File: src/rtl/gat_feat_readback.sv
// Streams the GAT new-feature BRAM out over valid/ready after each gat_ready rise.
// Optional FEAT_RB_ROW_LAST_EN: m_tlast per subgraph row instead of once per dump.
module gat_feat_readback #(
  parameter int TOP_WIDTH          = 32,
  parameter int NEW_FEATURE_WIDTH  = 32,
  parameter int NUM_SUBGRAPHS      = 2708,
  parameter int NUM_FEATURE_OUT    = 16,
  parameter int NEW_FEATURE_DEPTH  = NUM_SUBGRAPHS * NUM_FEATURE_OUT,
  parameter int NEW_FEATURE_ADDR_W = $clog2(NEW_FEATURE_DEPTH)
) (
  input  logic                          clk,
  input  logic                          rst_n,
  input  logic                          gat_ready,
  output logic [NEW_FEATURE_ADDR_W+1:0] feat_bram_addrb,
  input  logic [NEW_FEATURE_WIDTH-1:0]  feat_bram_dout,
  output logic [TOP_WIDTH-1:0]          m_tdata,
  output logic                          m_tvalid,
  input  logic                          m_tready,
  output logic                          m_tlast,
  output logic                          rd_busy,
  output logic                          rd_done
);
  localparam int CNT_W = NEW_FEATURE_ADDR_W + 1;
  localparam logic [CNT_W-1:0] DEPTH_C = CNT_W'(NEW_FEATURE_DEPTH);
  localparam logic [NEW_FEATURE_ADDR_W-1:0] LAST_IDX = NEW_FEATURE_ADDR_W'(NEW_FEATURE_DEPTH - 1);

  typedef enum logic [1:0] {IDLE, RUN, DRAIN, DONE} state_t;
  typedef struct packed {
    logic                         last;
    logic [NEW_FEATURE_WIDTH-1:0] data;
  } entry_t;

  state_t                        state;
  logic                          gat_ready_q;
  logic [CNT_W-1:0]              issue_cnt, accept_cnt;
  logic [NEW_FEATURE_ADDR_W-1:0] widx;
  logic                          inflight, inflight_last;
  entry_t                        fifo_mem [2];
  entry_t                        wr_entry;
  logic                          rd_ptr, wr_ptr;
  logic [1:0]                    fifo_count;
  logic                          start, issue, pop, issue_last;
  logic [2:0]                    occ;

  assign start    = (state == IDLE) && gat_ready && !gat_ready_q;
  assign m_tvalid = (fifo_count != 2'd0);
  assign pop      = m_tvalid && m_tready;
  // Credit counts the slot freed by this cycle's pop, so a full-rate stream never bubbles.
  assign occ      = {1'b0, fifo_count} + {2'b0, inflight} - {2'b0, pop};
  assign issue    = (state == RUN) && (issue_cnt != DEPTH_C) && (occ < 3'd2);

  // widx is the address being read this cycle; the BRAM samples it at the next edge.
  assign feat_bram_addrb = {widx, 2'b00};

`ifdef FEAT_RB_ROW_LAST_EN
  localparam int COL_W = (NUM_FEATURE_OUT > 1) ? $clog2(NUM_FEATURE_OUT) : 1;
  localparam logic [COL_W-1:0] LAST_COL = COL_W'(NUM_FEATURE_OUT - 1);
  logic [COL_W-1:0] col;

  always_ff @(posedge clk or negedge rst_n)
    if (!rst_n)     col <= '0;
    else if (start) col <= '0;
    else if (issue) col <= (col == LAST_COL) ? '0 : col + COL_W'(1);

  assign issue_last = (col == LAST_COL);
`else
  assign issue_last = (widx == LAST_IDX);
`endif

  always_ff @(posedge clk or negedge rst_n)
    if (!rst_n) begin
      state         <= IDLE;
      gat_ready_q   <= 1'b0;
      issue_cnt     <= '0;
      accept_cnt    <= '0;
      widx          <= '0;
      inflight      <= 1'b0;
      inflight_last <= 1'b0;
      rd_busy       <= 1'b0;
      rd_done       <= 1'b0;
    end else begin
      gat_ready_q   <= gat_ready;
      inflight      <= issue;
      inflight_last <= issue && issue_last;
      if (issue) begin
        issue_cnt <= issue_cnt + 1'b1;
        if (widx != LAST_IDX) widx <= widx + 1'b1;
      end
      if (pop) accept_cnt <= accept_cnt + 1'b1;
      case (state)
        IDLE: if (start) begin
          state      <= RUN;
          issue_cnt  <= '0;
          accept_cnt <= '0;
          widx       <= '0;
          rd_busy    <= 1'b1;
        end
        RUN:   if (issue_cnt == DEPTH_C) state <= DRAIN;
        DRAIN: if (accept_cnt == DEPTH_C) begin
          state   <= DONE;
          rd_busy <= 1'b0;
          rd_done <= 1'b1;
        end
        DONE: if (!gat_ready) begin
          state   <= IDLE;
          rd_done <= 1'b0;
        end
        default: state <= IDLE;
      endcase
    end

  assign wr_entry = '{last: inflight_last, data: feat_bram_dout};

  always_ff @(posedge clk or negedge rst_n)
    if (!rst_n) begin
      fifo_mem[0] <= '0;
      fifo_mem[1] <= '0;
      rd_ptr      <= 1'b0;
      wr_ptr      <= 1'b0;
      fifo_count  <= 2'd0;
    end else begin
      if (inflight) begin
        fifo_mem[wr_ptr] <= wr_entry;
        wr_ptr           <= ~wr_ptr;
      end
      if (pop) rd_ptr <= ~rd_ptr;
      fifo_count <= fifo_count + {1'b0, inflight} - {1'b0, pop};
    end

  assign m_tdata = TOP_WIDTH'(fifo_mem[rd_ptr].data);
  assign m_tlast = m_tvalid && fifo_mem[rd_ptr].last;
endmodule

File: config.mk
export PLATFORM = sky130hd
export DESIGN_NAME = gat_feat_readback
export DESIGN_NICKNAME = d
export VERILOG_FILES = /design/src/rtl/gat_feat_readback.sv
export SDC_FILE = /design/constraint.sdc
export NUM_CORES = 1
export LEC_CHECK = 0
export BUFFER_PORTS_ARGS = -buffer_cell sky130_fd_sc_hd__buf_2
export CAP_MARGIN = 15
export CORE_ASPECT_RATIO = 1.4
export CORE_MARGIN = 8
export CORE_UTILIZATION = 35
export CTS_BUF_LIST = sky130_fd_sc_hd__clkbuf_2 sky130_fd_sc_hd__clkbuf_4 sky130_fd_sc_hd__clkbuf_8
export DETAILED_ROUTE_END_ITERATION = 7
export PLACE_DENSITY = 0.56
export SKIP_LAST_GASP = 1
export SYNTH_ARGS = -nofsm -noshare
export SYNTH_HDL_FRONTEND = slang
export SYNTH_SLANG_ARGS = --single-unit
File: constraint.sdc
create_clock -name clk -period 4.8 [get_ports clk]
set_clock_uncertainty 0.05 [all_clocks]
set_input_delay 0.48 -clock clk [delete_from_list [all_inputs] [get_ports clk]]
set_output_delay 0.48 -clock clk [all_outputs]
set_load 0.02 [all_outputs]
==> metrics.md <==
| Metric | Value |
|---|---|
| Share of layout cells above drive strength 1 | 0.361 |
| Total Wirelength | 14,800 um |
| TritonCTS Sinks | 127 |
| Fin util | 0.419 |
| Clk buf depth | 2 |
| Top cell type by total area after synthesis | dfrtp_1 |
| Reg clk slew, reported paths | approximately 0.070 ns |
| Register area share after synthesis | 0.496 |
| Post-route setup TNS | 0 ns |
| Initial antenna violation count | 0 |
| PD cells | 597 nW/um2 |
| TritonCTS clock tree | done |
| Pint | 2.82 mW |
| Worst slew pin tran | between 1 and 1.5 ns |
| Final hold slack | 0.178 ns |
| Slew Viols, Final | 0 |
| Overflow after GRT | 0 |
| Hold Violations, Final | 0 |
| # IOs | 90 |
| Rel. slew slack | 0.274 |
| DP HPWL | 10,200 um |
| Final nets | 688 |
| Max-cap violation count | 0 |
| FMAX | 301 MHz |
| Number of I/O port buffers | 87 |
| Critical path's largest stage delay | roughly 0.95 ns |
| Min cycle time layout | 3.32 ns |
| Cell Area, Synth | 6400 um2 |
| FFs w/ async S/R, synth | 1.00 |
| Critical path launch point type | register |
| Root Buffer Master | clkbuf_8 |
| Crit path cell chain | nor2_1 -> inv_1 -> nand2_1 -> mux2i_1 -> ha_1 -> inv_1 -> fa_1 -> nand2_1 -> nor4_1 -> a31oi_1 -> a41o_1 |
| Crit path max fanout | 9 |
| Sw frac | 0.370 |
| # setup viols final | 0 |
| RSZ-0062 raised after global routing | false |
| CP arrival | around 3.6 ns |
| Global-route wire length before repair | 24,500 um |
| Top-area cell type share of the netlist area | 0.496 |
| CTS Buf Count | 17 |
| Distinct cells, synth | 62 |
| Die Footprint | 22,900 um2 |
| Syn. warnings | 0 |
| Total inserted antenna cells | 0 |
| Pin count of the biggest net entering global routing | 50 |
| Seq pwr share | 0.379 |
| Total GRT Usage | 0.134 |
| Htree depth | 4 |
| Synth top area cells | dfrtp_1, mux2_2, nand2_1, mux2i_1, ha_1 |
| Count leader, synth | dfrtp_1 |
| Final period util | 0.693 |
| Register bit count reported by yosys | 127 |
| CP Class | register to register |
| Status | complete, no violations |
| Leak | 3.35 nW |
| Via Count | 4,716 |
| Top_reg_cell synth | dfrtp_1 |
| Antenna-violating nets left | 0 |
| Worst IR Drop VDD | 0.000237 V |
| Vias in the first global route | 5,002 |
| Worst-Skew Late Latency | 0.43 ns |
| Worst hold path class | input port to register |
| CP endpoint kind | register |
| Sw power | 1.66 mW |
| CORE AREA | 17,900 um2 |
| Gate power share | 0.402 |
| Starting DRC count in detailed routing | about 320 |
| Post-synth EDFFs | 0 |
| Die X | 130 um |
| GPL Wtd Cong | between 0.7 and 0.8 |
| Initial DRT Pass Iterations | 5 |
| Critical Path Slowest Stage Cell | nor4_1 |
| DRC viols | 0 |
| Vias per inst | 5.28 |
| Clock share of power | 0.219 |
| Top post-synthesis cells by count | dfrtp_1, mux2_2, nand2_1 |
| Initial Utilization | 0.357 |
| Worst EP required | 5.07 ns |
| Die height | 176 um |
| Cells after synthesis | ~550 |
| Mean Syn Cell Area | 11.6 um2 |
| Synth-to-Final Area Change | 17.1% |
| Rows | 58 |
| Routed wire per std cell | 16.5 um |
| Overall power | 4.48 mW |
==> cell families after synthesis <==
logic type / Yosys count / synth area share
mux: 112 / 0.194
xor+xnor: 13 / 0.0178
other cells: 1 / 0.000585
simple gates: 183 / 0.166
flops: 127 / 0.496
fa+ha+maj: 11 / 0.0227
compound gates: 68 / 0.0735
buf+inv: 39 / 0.0287
==> state kept, by name, indices dropped and copies added (netlist names) <==
signal	count
widx	16
inflight_last	1
rd_done	1
wr_ptr	1
inflight	1
gat_ready_q	1
issue_cnt	17
rd_ptr	1
accept_cnt	17
fifo_mem	66
fifo_count	2
rd_busy	1
state	2
==> final timing paths <==
check / from / endpoint / slack, ns / cells after the start
max in group asynchronous: rst_n / issue_cnt[0] / 3.16 / 3
worst max register to register: fifo_count[1] / widx[9] / 1.48 / 11
worst max-delay path: fifo_count[1] / widx[9] / 1.48 / 11
min in group asynchronous: rst_n / fifo_mem[44] / 0.50 / 2
worst min-delay path: gat_ready / gat_ready_q / 0.18 / 1
worst min register to register: fifo_mem[0] / fifo_mem[0] / 0.45 / 1
==> layer usage <==
metal	GRT usage	wire, um	up-vias
li1	-	-	2216
met1	0.158	6490	2374
met2	0.224	7220	107
met3	0.0344	815	19
met4	0.0571	242	0
met5	0	0	-
==> power by group through the flow <==
| stage | registers [mW] | clock network, mW | logic (mW) |
|---|---|---|---|
| detailed placement | 1.72 | 0 | 1.83 |
| CTS | 1.70 | 1.02 | 1.83 |
| floorplan | 1.66 | 0 | 1.33 |
| global placement | 1.69 | 0 | 1.79 |
| global route | 1.75 | 1.06 | 1.96 |
| finish | 1.70 | 0.982 | 1.80 |
==> repair_timing <==
action                                 CTS  global route
gates resized for setup                  0             0
endpoints found under the hold margin   34             0
buffers inserted                         0             0
hold buffers                             1             0
==> area by class of cell <==
class                   instances  area (um2)
clock buffers                  20         269
clock inverters                12         159
fillers                      1767       10400
inverters                      11        41.3
multi-input cells             389        3050
flip-flops and latches        127        3180
well taps                     240         300
repair buffers                 95         500
==> cells in the final DEF (no fill, tap or decap), types with 3 or more instances in the layout <==
| cell type | Yosys | final |
|---|---|---|
| clkbuf_8 | 0 | 19 |
| and4_1 | 5 | 5 |
| and2_1 | 4 | 4 |
| mux2_2 | 98 | 98 |
| a21oi_1 | 18 | 18 |
| nand3_1 | 19 | 19 |
| xnor2_1 | 5 | 5 |
| xor2_1 | 8 | 8 |
| nand2b_1 | 14 | 14 |
| and3_1 | 9 | 9 |
| ha_1 | 10 | 10 |
| or4_1 | 12 | 12 |
| a31oi_1 | 7 | 7 |
| dfrtp_1 | 127 | 127 |
| buf_4 | 4 | 8 |
| bufinv_16 | 0 | 3 |
| o21a_1 | 3 | 3 |
| inv_1 | 11 | 11 |
| o311ai_0 | 3 | 3 |
| nor2_1 | 28 | 28 |
| a41o_1 | 6 | 6 |
| mux2i_1 | 13 | 13 |
| nor4_1 | 7 | 7 |
| o31ai_1 | 9 | 9 |
| or3_1 | 5 | 5 |
| nor4b_1 | 3 | 3 |
| nand4_1 | 14 | 14 |
| nor3_1 | 4 | 4 |
| clkinv_4 | 0 | 4 |
| buf_2 | 3 | 86 |
| nand2_1 | 42 | 42 |
| o21ai_0 | 8 | 8 |
==> per-stage QoR <==
step / area [um2] / cells / setup slack (ns)
after CTS: 7500 / 894 / 1.43
after detailed placement: 7060 / 861 / 1.46
after global placement: 7060 / 861 / 1.59
after floorplan: 6410 / 555 / 1.71
final: 7500 / 894 / 1.48
after global routing: 7500 / 894 / 1.17
==> worst max-delay path, delay by kind of cell, from the launching register on <==
family / cells / cell delay (ns)
AND/OR/NAND/NOR: 4 / 1.31
adder cells (fa/ha/maj): 2 / 0.70
flip-flops: 1 / 0.46
AO/OA/AOI/OAI: 2 / 0.43
multiplexers: 1 / 0.14
buffers and inverters: 2 / 0.12
Power figures use the tool's default switching activity.
